$ cat config.mk
export PLATFORM = sky130hd
export DESIGN_NAME = mem_access_stage
export DESIGN_NICKNAME = d
export VERILOG_FILES = /design/src/rtl/mem_pkg.sv /design/src/rtl/mem_lane_align.sv /design/src/rtl/mem_access_stage.sv
export SDC_FILE = /design/constraint.sdc
export NUM_CORES = 1
export LEC_CHECK = 0
export ABC_CLOCK_PERIOD_IN_PS = 4800
export CAP_MARGIN = 20
export CORE_UTILIZATION = 35
export DETAILED_ROUTE_END_ITERATION = 16
export GPL_TIMING_DRIVEN = 0
export PLACE_DENSITY = 0.73
export SLEW_MARGIN = 15
export SYNTH_ARGS = -nofsm -noshare
export SYNTH_HDL_FRONTEND = slang
export SYNTH_SLANG_ARGS = --single-unit
$ cat constraint.sdc
create_clock -name clk -period 4.8 [get_ports clk]
set_input_delay 0.96 -clock clk [delete_from_list [all_inputs] [get_ports clk]]
set_output_delay 0.96 -clock clk [all_outputs]
set_load 0.01 [all_outputs]
$ cat src/rtl/mem_pkg.sv
// Shared types for the MEM stage.
//   mem_size_e  : access size encoding carried on in_size
//   mem_state_e : MEM stage FSM states
//   aligned()   : natural-alignment check on the low address bits
package mem_pkg;

  typedef enum logic [1:0] {
    SZ_B = 2'd0,
    SZ_H = 2'd1,
    SZ_W = 2'd2,
    SZ_D = 2'd3
  } mem_size_e;

  typedef enum logic {
    IDLE   = 1'b0,
    RMW_WR = 1'b1
  } mem_state_e;

  // Only the low three address bits matter for dword-granular alignment.
  function automatic logic aligned(logic [2:0] addr, mem_size_e size);
    logic ok;
    ok = 1'b1;
    unique case (size)
      SZ_B: ok = 1'b1;
      SZ_H: ok = (addr[0] == 1'b0);
      SZ_W: ok = (addr[1:0] == 2'b00);
      SZ_D: ok = (addr[2:0] == 3'b000);
    endcase
    return ok;
  endfunction

endpackage

$ cat src/rtl/mem_lane_align.sv
// Combinational lane logic for the MEM stage.
//   rdata_i     : dword read from DataMemory
//   wdata_i     : store data, right-justified
//   size_i      : access size (mem_size_e encoding)
//   offset_i    : byte offset within the dword (addr[2:0])
//   sign_ext_i  : sign-extend loads when set
//   load_data_o : selected lane, extended to 64 bits
//   merged_o    : rdata_i with the selected lane replaced by the low bits of wdata_i
module mem_lane_align
  import mem_pkg::*;
(
  input  logic [63:0] rdata_i,
  input  logic [63:0] wdata_i,
  input  logic [1:0]  size_i,
  input  logic [2:0]  offset_i,
  input  logic        sign_ext_i,
  output logic [63:0] load_data_o,
  output logic [63:0] merged_o
);

  logic [5:0]  shamt;
  logic [63:0] lane_mask;
  logic [63:0] shifted;
  logic        sign_bit;

  always_comb begin
    shamt     = '0;
    lane_mask = '1;
    sign_bit  = 1'b0;
    shifted   = '0;

    // Lane position ignores offset bits below the access size.
    unique case (mem_size_e'(size_i))
      SZ_B: begin
        shamt     = {offset_i, 3'b000};
        lane_mask = 64'h0000_0000_0000_00FF;
      end
      SZ_H: begin
        shamt     = {offset_i[2:1], 4'b0000};
        lane_mask = 64'h0000_0000_0000_FFFF;
      end
      SZ_W: begin
        shamt     = {offset_i[2], 5'b00000};
        lane_mask = 64'h0000_0000_FFFF_FFFF;
      end
      SZ_D: begin
        shamt     = '0;
        lane_mask = '1;
      end
    endcase

    shifted = rdata_i >> shamt;

    unique case (mem_size_e'(size_i))
      SZ_B: sign_bit = shifted[7];
      SZ_H: sign_bit = shifted[15];
      SZ_W: sign_bit = shifted[31];
      SZ_D: sign_bit = 1'b0;
    endcase

    load_data_o = shifted & lane_mask;
    if (sign_ext_i && sign_bit) begin
      load_data_o = load_data_o | ~lane_mask;
    end

    merged_o = (rdata_i & ~(lane_mask << shamt)) | ((wdata_i & lane_mask) << shamt);
  end

endmodule

$ cat src/rtl/mem_access_stage.sv
// MEM pipeline stage between EX/MEM and a dword-wide DataMemory.
//   clk, reset         : clock, synchronous active-high reset
//   in_*               : EX/MEM op (valid/ready handshake, flush drops the presented op)
//   dm_*               : DataMemory port; sub-word stores run as read then write (RMW)
//   wb_*               : registered MEM/WB entry, wb_valid pulses once per completed op
module mem_access_stage
  import mem_pkg::*;
#(
  parameter int unsigned REG_IDX_W   = 5,
  parameter bit          CHECK_ALIGN = 1'b1
) (
  input  logic                 clk,
  input  logic                 reset,
  input  logic                 in_valid,
  output logic                 in_ready,
  input  logic                 in_flush,
  input  logic                 in_is_load,
  input  logic                 in_is_store,
  input  logic [1:0]           in_size,
  input  logic                 in_sign_ext,
  input  logic [63:0]          in_addr,
  input  logic [63:0]          in_wdata,
  input  logic [REG_IDX_W-1:0] in_rd,
  input  logic                 in_reg_write,
  output logic                 dm_we,
  output logic [63:0]          dm_addr,
  output logic [63:0]          dm_wdata,
  input  logic [63:0]          dm_rdata,
  input  logic                 dm_err,
  output logic                 wb_valid,
  output logic [REG_IDX_W-1:0] wb_rd,
  output logic                 wb_reg_write,
  output logic [63:0]          wb_data,
  output logic                 wb_exc_misalign,
  output logic                 wb_exc_bus
);

  mem_state_e           state_q, state_d;
  logic [63:3]          addr_q, addr_d;
  logic [63:0]          merged_q, merged_d;
  logic [REG_IDX_W-1:0] rd_q, rd_d;

  logic                 wb_valid_q, wb_valid_d;
  logic [REG_IDX_W-1:0] wb_rd_q, wb_rd_d;
  logic                 wb_reg_write_q, wb_reg_write_d;
  logic [63:0]          wb_data_q, wb_data_d;
  logic                 wb_exc_misalign_q, wb_exc_misalign_d;
  logic                 wb_exc_bus_q, wb_exc_bus_d;

  logic        dm_we_raw;
  logic [63:0] load_data;
  logic [63:0] merged;
  mem_size_e   size;
  logic        is_mem;
  logic        misalign;
  logic        accept;

  assign size     = mem_size_e'(in_size);
  assign is_mem   = in_is_load | in_is_store;
  assign misalign = CHECK_ALIGN && is_mem && !aligned(in_addr[2:0], size);
  assign accept   = (state_q == IDLE) && in_valid && !in_flush;

  mem_lane_align u_lane (
    .rdata_i     (dm_rdata),
    .wdata_i     (in_wdata),
    .size_i      (in_size),
    .offset_i    (in_addr[2:0]),
    .sign_ext_i  (in_sign_ext),
    .load_data_o (load_data),
    .merged_o    (merged)
  );

  always_comb begin
    state_d           = state_q;
    addr_d            = addr_q;
    merged_d          = merged_q;
    rd_d              = rd_q;
    wb_valid_d        = 1'b0;
    wb_rd_d           = wb_rd_q;
    wb_reg_write_d    = wb_reg_write_q;
    wb_data_d         = wb_data_q;
    wb_exc_misalign_d = wb_exc_misalign_q;
    wb_exc_bus_d      = wb_exc_bus_q;
    dm_we_raw         = 1'b0;
    dm_addr           = {in_addr[63:3], 3'b000};
    dm_wdata          = in_wdata;
    in_ready          = (state_q == IDLE);

    unique case (state_q)
      IDLE: begin
        if (accept) begin
          if (!is_mem) begin
            wb_valid_d        = 1'b1;
            wb_rd_d           = in_rd;
            wb_data_d         = in_addr;
            wb_reg_write_d    = in_reg_write;
            wb_exc_misalign_d = 1'b0;
            wb_exc_bus_d      = 1'b0;
          end else if (misalign || in_is_load || size == SZ_D || dm_err) begin
            // Every single-cycle memory outcome retires at the next edge.
            wb_valid_d        = 1'b1;
            wb_rd_d           = in_rd;
            wb_reg_write_d    = 1'b0;
            wb_exc_misalign_d = misalign;
            wb_exc_bus_d      = 1'b0;
            if (misalign) begin
              wb_exc_misalign_d = 1'b1;
            end else if (in_is_load) begin
              if (dm_err) begin
                wb_exc_bus_d = 1'b1;
              end else begin
                wb_data_d      = load_data;
                wb_reg_write_d = in_reg_write;
              end
            end else if (size == SZ_D) begin
              dm_we_raw = 1'b1;
            end else begin
              // Sub-word store whose read failed: abort before any write.
              wb_exc_bus_d = 1'b1;
            end
          end else begin
            merged_d = merged;
            addr_d   = in_addr[63:3];
            rd_d     = in_rd;
            state_d  = RMW_WR;
          end
        end
      end
      RMW_WR: begin
        dm_we_raw         = 1'b1;
        dm_addr           = {addr_q, 3'b000};
        dm_wdata          = merged_q;
        wb_valid_d        = 1'b1;
        wb_rd_d           = rd_q;
        wb_reg_write_d    = 1'b0;
        wb_exc_misalign_d = 1'b0;
        wb_exc_bus_d      = 1'b0;
        state_d           = IDLE;
      end
    endcase
  end

  // A pending RMW write is dropped if reset lands in its write cycle.
  assign dm_we = dm_we_raw & ~reset;

  always_ff @(posedge clk) begin
    if (reset) begin
      state_q           <= IDLE;
      addr_q            <= '0;
      merged_q          <= '0;
      rd_q              <= '0;
      wb_valid_q        <= 1'b0;
      wb_rd_q           <= '0;
      wb_reg_write_q    <= 1'b0;
      wb_data_q         <= '0;
      wb_exc_misalign_q <= 1'b0;
      wb_exc_bus_q      <= 1'b0;
    end else begin
      state_q           <= state_d;
      addr_q            <= addr_d;
      merged_q          <= merged_d;
      rd_q              <= rd_d;
      wb_valid_q        <= wb_valid_d;
      wb_rd_q           <= wb_rd_d;
      wb_reg_write_q    <= wb_reg_write_d;
      wb_data_q         <= wb_data_d;
      wb_exc_misalign_q <= wb_exc_misalign_d;
      wb_exc_bus_q      <= wb_exc_bus_d;
    end
  end

  assign wb_valid        = wb_valid_q;
  assign wb_rd           = wb_rd_q;
  assign wb_reg_write    = wb_reg_write_q;
  assign wb_data         = wb_data_q;
  assign wb_exc_misalign = wb_exc_misalign_q;
  assign wb_exc_bus      = wb_exc_bus_q;

endmodule

# Word level (Yosys, flattened, before mapping)
# Index checks and enable logic that the tools add are counted.
# Widths: inputs -> output; s select.
# word_totals
wordCells	101
ff_bits	204
output_inout_bits	203
in_bits	208
# classes
n_mux	51
n_shift	3
reduce_logical	15
n_eq_ne	9
bitwise	13
# ops
operator	n
$mux 64	8
$pmux 64 s4	1
$and 64x64->64	3
$not 64->64	2
$or 64x64->64	2
$shl 64x6->64	2
$shr 64x6->64	1
$mux 1	29
$pmux 6 s4	1
$mux 5	3
$pmux 1 s2	6
$pmux 5 s2	1
$pmux 1 s4	2
$ne 2x2->1 const B	3
$reduce_and 6->1	1
$eq 2x2->1 const B	2
$logic_and 1x1->1	4
$logic_not 2->1	2
$ne 2x1->1 const B	2
$not 1->1	4
$reduce_and 4->1	1
$logic_not 3->1	1
$logic_or 1x1->1	3
$ne 3x2->1 const B	1
5 further kinds	6

# Logic depth before layout (Yosys ltp)
# depth
ltp_word	12
ltp_mapped	11
ltp_nobuf	6

# Hierarchy
# From an unflattened synthesis, not the netlist that was laid out.
# hier_totals
cells_unflattened	1593
hier_area_um2	13386.6
# modules_own_cells
mod	n_inst	cells_per_inst	area_per_inst_um2
mem_access_stage	1	1063	10378.7
mem_lane_align	1	530	3007.9

# Worst setup path after synthesis
# Ideal clock, no wire load.
# synth_timing
path_kind	input port to output port
start	input port reset
end	output port dm_we
t_required_ns	3.840
t_arrival_ns	2.188
cell_stages	5
path_buffers	4
path_slack_ns	1.652
cell_sequence	clkbuf_1 -> buf_1 -> clkbuf_1 -> clkbuf_1 -> nor2_1
# synth_via
elab_chain_len	2
# synth_rtl
element	line_no	source
from (decl)	mem_access_stage.sv:13	input logic reset,
$not 1->1	mem_access_stage.sv:144	assign dm_we = dm_we_raw & ~reset;
$and 1x1->1	mem_access_stage.sv:144	
to (decl)	mem_access_stage.sv:25	output logic dm_we,
# Every way passes these cells.

# Worst setup path after layout
# layout_timing
start	input port in_size[0]
end	output port dm_we
# layout_via
elab_chain_len	12
word_cells_on_any_way	18
cone_classes	eq/ne: 3; mux: 8; bitwise: 1; reduce/logical: 6
# layout_rtl
element	line_no	source
from (decl)	mem_access_stage.sv:19	input logic [1:0] in_size,
$eq 2x2->1 (tied with other cells)	mem_pkg.sv:23, mem_access_stage.sv:99, mem_access_stage.sv:115	
$pmux 1 s4	mem_pkg.sv:23	unique case (size)
$logic_not 1->1	mem_access_stage.sv:60	assign misalign = CHECK_ALIGN && is_mem && !aligned(in_addr[2:0], size);
$logic_and 1x1->1	mem_access_stage.sv:60	
$logic_or 1x1->1 (3 in a row)	mem_access_stage.sv:99	end else if (misalign || in_is_load || size == SZ_D || dm_err) begin
$mux 1 *	mem_access_stage.sv:99	
$mux 1 *	mem_access_stage.sv:92	if (!is_mem) begin
$mux 1 *	mem_access_stage.sv:91	if (accept) begin
$pmux 1 s2 *	mem_access_stage.sv:89	unique case (state_q)
$and 1x1->1 *	mem_access_stage.sv:144	
# Every way passes the cells marked *; elsewhere a longest branch is shown, timed or not.

==> flow_metrics.tcl <==
set metrics [dict create \
    status "finished clean" \
    cts_setup_buffers 0 \
    drive_gt1_share_pct 11.8 \
    ys_ff_latch 204 \
    antennaDiodeCount 0 \
    clk-insertion-delay-late_ns 0.54 \
    drt-vias-per-instance 5.99 \
    setup_viol 0 \
    yosysSeqAreaShare_pct 34.1 \
    yosysWarnings 0 \
    drc 0 \
    ant_nets 0 \
    cp.required_ns 3.84 \
    synthXorXnorAreaFrac_pct 0 \
    cts_tree "yes" \
    peakVddDrop_mv 0.236 \
    hold_viol_final 0 \
    fmax_mhz 215 \
    place_ws_ns 0.217 \
    netlist_instances 1487 \
    mostFrequentLayoutCell "clkdlybuf4s50_1" \
    endpoint_kind "output port" \
    synth_top_area_share_pct 34.1 \
    avgSynthCellArea_um2 8.06 \
    reg2reg_setup_slack_ns 1.63 \
    grt_setup_unrepaired "false" \
    clkSinkCount 204 \
    ctsHoldBuffers 0 \
    cp.arrival_ns 3.70 \
    yosysTopAreaCell "dfxtp_1" \
    final_core_util_pct 51.6 \
    slew_headroom_pct 28.3 \
    cts.path.max_buffers 3 \
    worstSetupPathType "primary input to output port" \
    wl_per_cell_um 25.8 \
    grt_use_total_pct 33.6 \
    fin_ws_ns 0.142 \
    p_leak_nw 6.01 \
    finClkSkew_ns 0.0167 \
    drv_slew 0 \
    num_rows 67 \
    postCtsResizedCells 0 \
    synth_edf_count 0 \
    vias 14300 \
    hp-class "register to register" \
    synth_fa_ha_area_share_pct 0 \
    antenna_found_initial 1 \
    clock-root-buffer "clkbuf_16" \
    portBuffers 403 \
    place_congestion 1.03 \
    start_kind "primary input" \
    netlist_area_um2 12000 \
    dieArea_um2 35000 \
    slowest_stage "clkbuf_1" \
    synth_cell_types 63 \
    hpwl_mm 49.2 \
    grt_max_degree 13 \
    grt_pass1_vias 13500 \
    hold_ws_ns 0.451 \
    cap_viol_max_count 0 \
    grt_overflow 0 \
    syn_to_final_growth_pct 44.6 \
    synth-main-ff-cell "dfxtp_1" \
    synth_top_family_by_area "compound AO/OA/AOI/OAI gates" \
    power.density_nw_per_um2 263 \
    dr.pass1.iters 6 \
    synth_compound_gate_area_share_pct 24.3 \
    crit_fanout 10 \
    layout_common_cells "clkdlybuf4s50_1 (403), nand2_1 (225), dfxtp_1 (204)" \
    tns_ns 0 \
    fin_crit_sh_pct 97.0 \
    report.power.total_w 0.00456 \
    die_w_um 187 \
    nets 2127 \
    synth_area_leaders "dfxtp_1 (34%), mux2_2 (12%), nand2_1 (7.0%), a21oi_1 (6.3%), nor2_1 (5.1%)" \
    initial_core_util_pct 35.7 \
    h-tree-depth 1 \
    worst_path_largest_cell_delay_ns 0.55 \
    tightest_slew_ns 1.08 \
    cp_cell_sequence "clkdlybuf4s50_1 > buf_2 > buf_2 > nand2_1 > clkbuf_1 > nor2_1 > a21oi_1 > nor2_1 > clkdlybuf4s50_1" \
    synthMuxAreaShare_pct 15.9 \
    die_h_um 187 \
    grt_pass1_wl_mm 88.9 \
    routed_wirelength_mm 61.5 \
    clkSlewWorstSetupHoldPaths_ns 0.06 \
    yosys.area_share.simple_pct 20.0 \
    core_area_um2 33600 \
    cts_made_buffers 24 \
    ios 411 \
    async_flop_share_pct 0 \
    first_iter_violations 1643 \
    fin_crit_ns 4.66 \
]
## flip-flops by register name, summed over array words and instances (netlist names)
name	flops
addr_q	61
merged_q	64
rd_q	5
state_q	1
wb_data	64
wb_exc_bus	1
wb_exc_misalign	1
wb_rd	5
wb_reg_write	1
wb_valid	1
## path summary, 6_finish.rpt
check                           startpoint           to  depth (start not counted)
worst min-delay path            addr_q[42]   addr_q[42]                          2
worst max register to register     state_q  wb_data[47]                          9
worst max-delay path            in_size[0]        dm_we                          9
worst min register to register  addr_q[42]   addr_q[42]                          2
## power by group
part           leakage [nW]  internal, W  switching (W)
Clock                 0.357     0.000986       0.000764
Sequential             1.65      0.00173      0.0000185
Combinational          4.00     0.000478       0.000585
Total                  6.01      0.00319        0.00137
## cell type report
cell class,count,area [µm²]
clock inverter,6,47.5
timing repair buffer,404,4040
fill,3172,16300
clock buffer,36,686
multi-input combinational,1128,7220
sequential,204,4080
buffer,149,666
tap,448,561
inverter,8,30.0
## stage by stage
stage	instances	area [µm²]
6_report	2383	17300
5_1_grt	2383	17300
4_1_cts	2382	17300
3_5_place_dp	2340	16600
3_3_place_gp	2340	16600
2_1_floorplan	1489	12000
## metal layers
metal  wire, µm  GRT usage, %  share of wire, %  vias up
met5          9             0             0.015        -
met4       3880          18.5               6.3        2
met3       6480          6.36                11      192
met2      27100          53.3                44      942
met1      24000          43.0                39     6812
li1           -             -                 -     6316
## critical path: cells and delay by family
| kind | cells | cell delay, ns |
|---|---|---|
| AO/OA/AOI/OAI | 1 | 0.33 |
| buffers and inverters | 5 | 1.92 |
| AND/OR/NAND/NOR | 3 | 0.47 |
## cells by family after synthesis
kind of cell           Yosys count
other                            1
muxes                          157
DFF                            204
and+or+nand+nor                542
AOI/OAI and AO/OA              426
buffers and inverters          157
## cells in the mapped netlist, types with 4 or more instances
| library cell | number |
|---|---|
| a311oi_1 | 10 |
| o2bb2ai_1 | 13 |
| buf_4 | 11 |
| o2111ai_1 | 9 |
| o31ai_1 | 14 |
| a211oi_1 | 71 |
| a21oi_1 | 150 |
| a22oi_1 | 10 |
| a222oi_1 | 21 |
| mux2i_1 | 11 |
| nand2b_1 | 8 |
| mux4_2 | 13 |
| nor2_1 | 163 |
| buf_1 | 6 |
| a32oi_1 | 10 |
| inv_1 | 8 |
| nor3_1 | 39 |
| and3_1 | 29 |
| nand2_1 | 225 |
| mux2_2 | 133 |
| a211o_1 | 13 |
| clkbuf_1 | 105 |
| a221oi_1 | 32 |
| nor3b_1 | 12 |
| o21ai_0 | 36 |
| dfxtp_1 | 204 |
| o211ai_1 | 6 |
| nand3_1 | 30 |
| or3_1 | 6 |
| and2_1 | 6 |
| nand3b_1 | 5 |
| nor2b_1 | 5 |
| a31oi_1 | 4 |
| buf_6 | 5 |
| buf_2 | 22 |
Note: power is estimated with default switching activity, not from simulation.
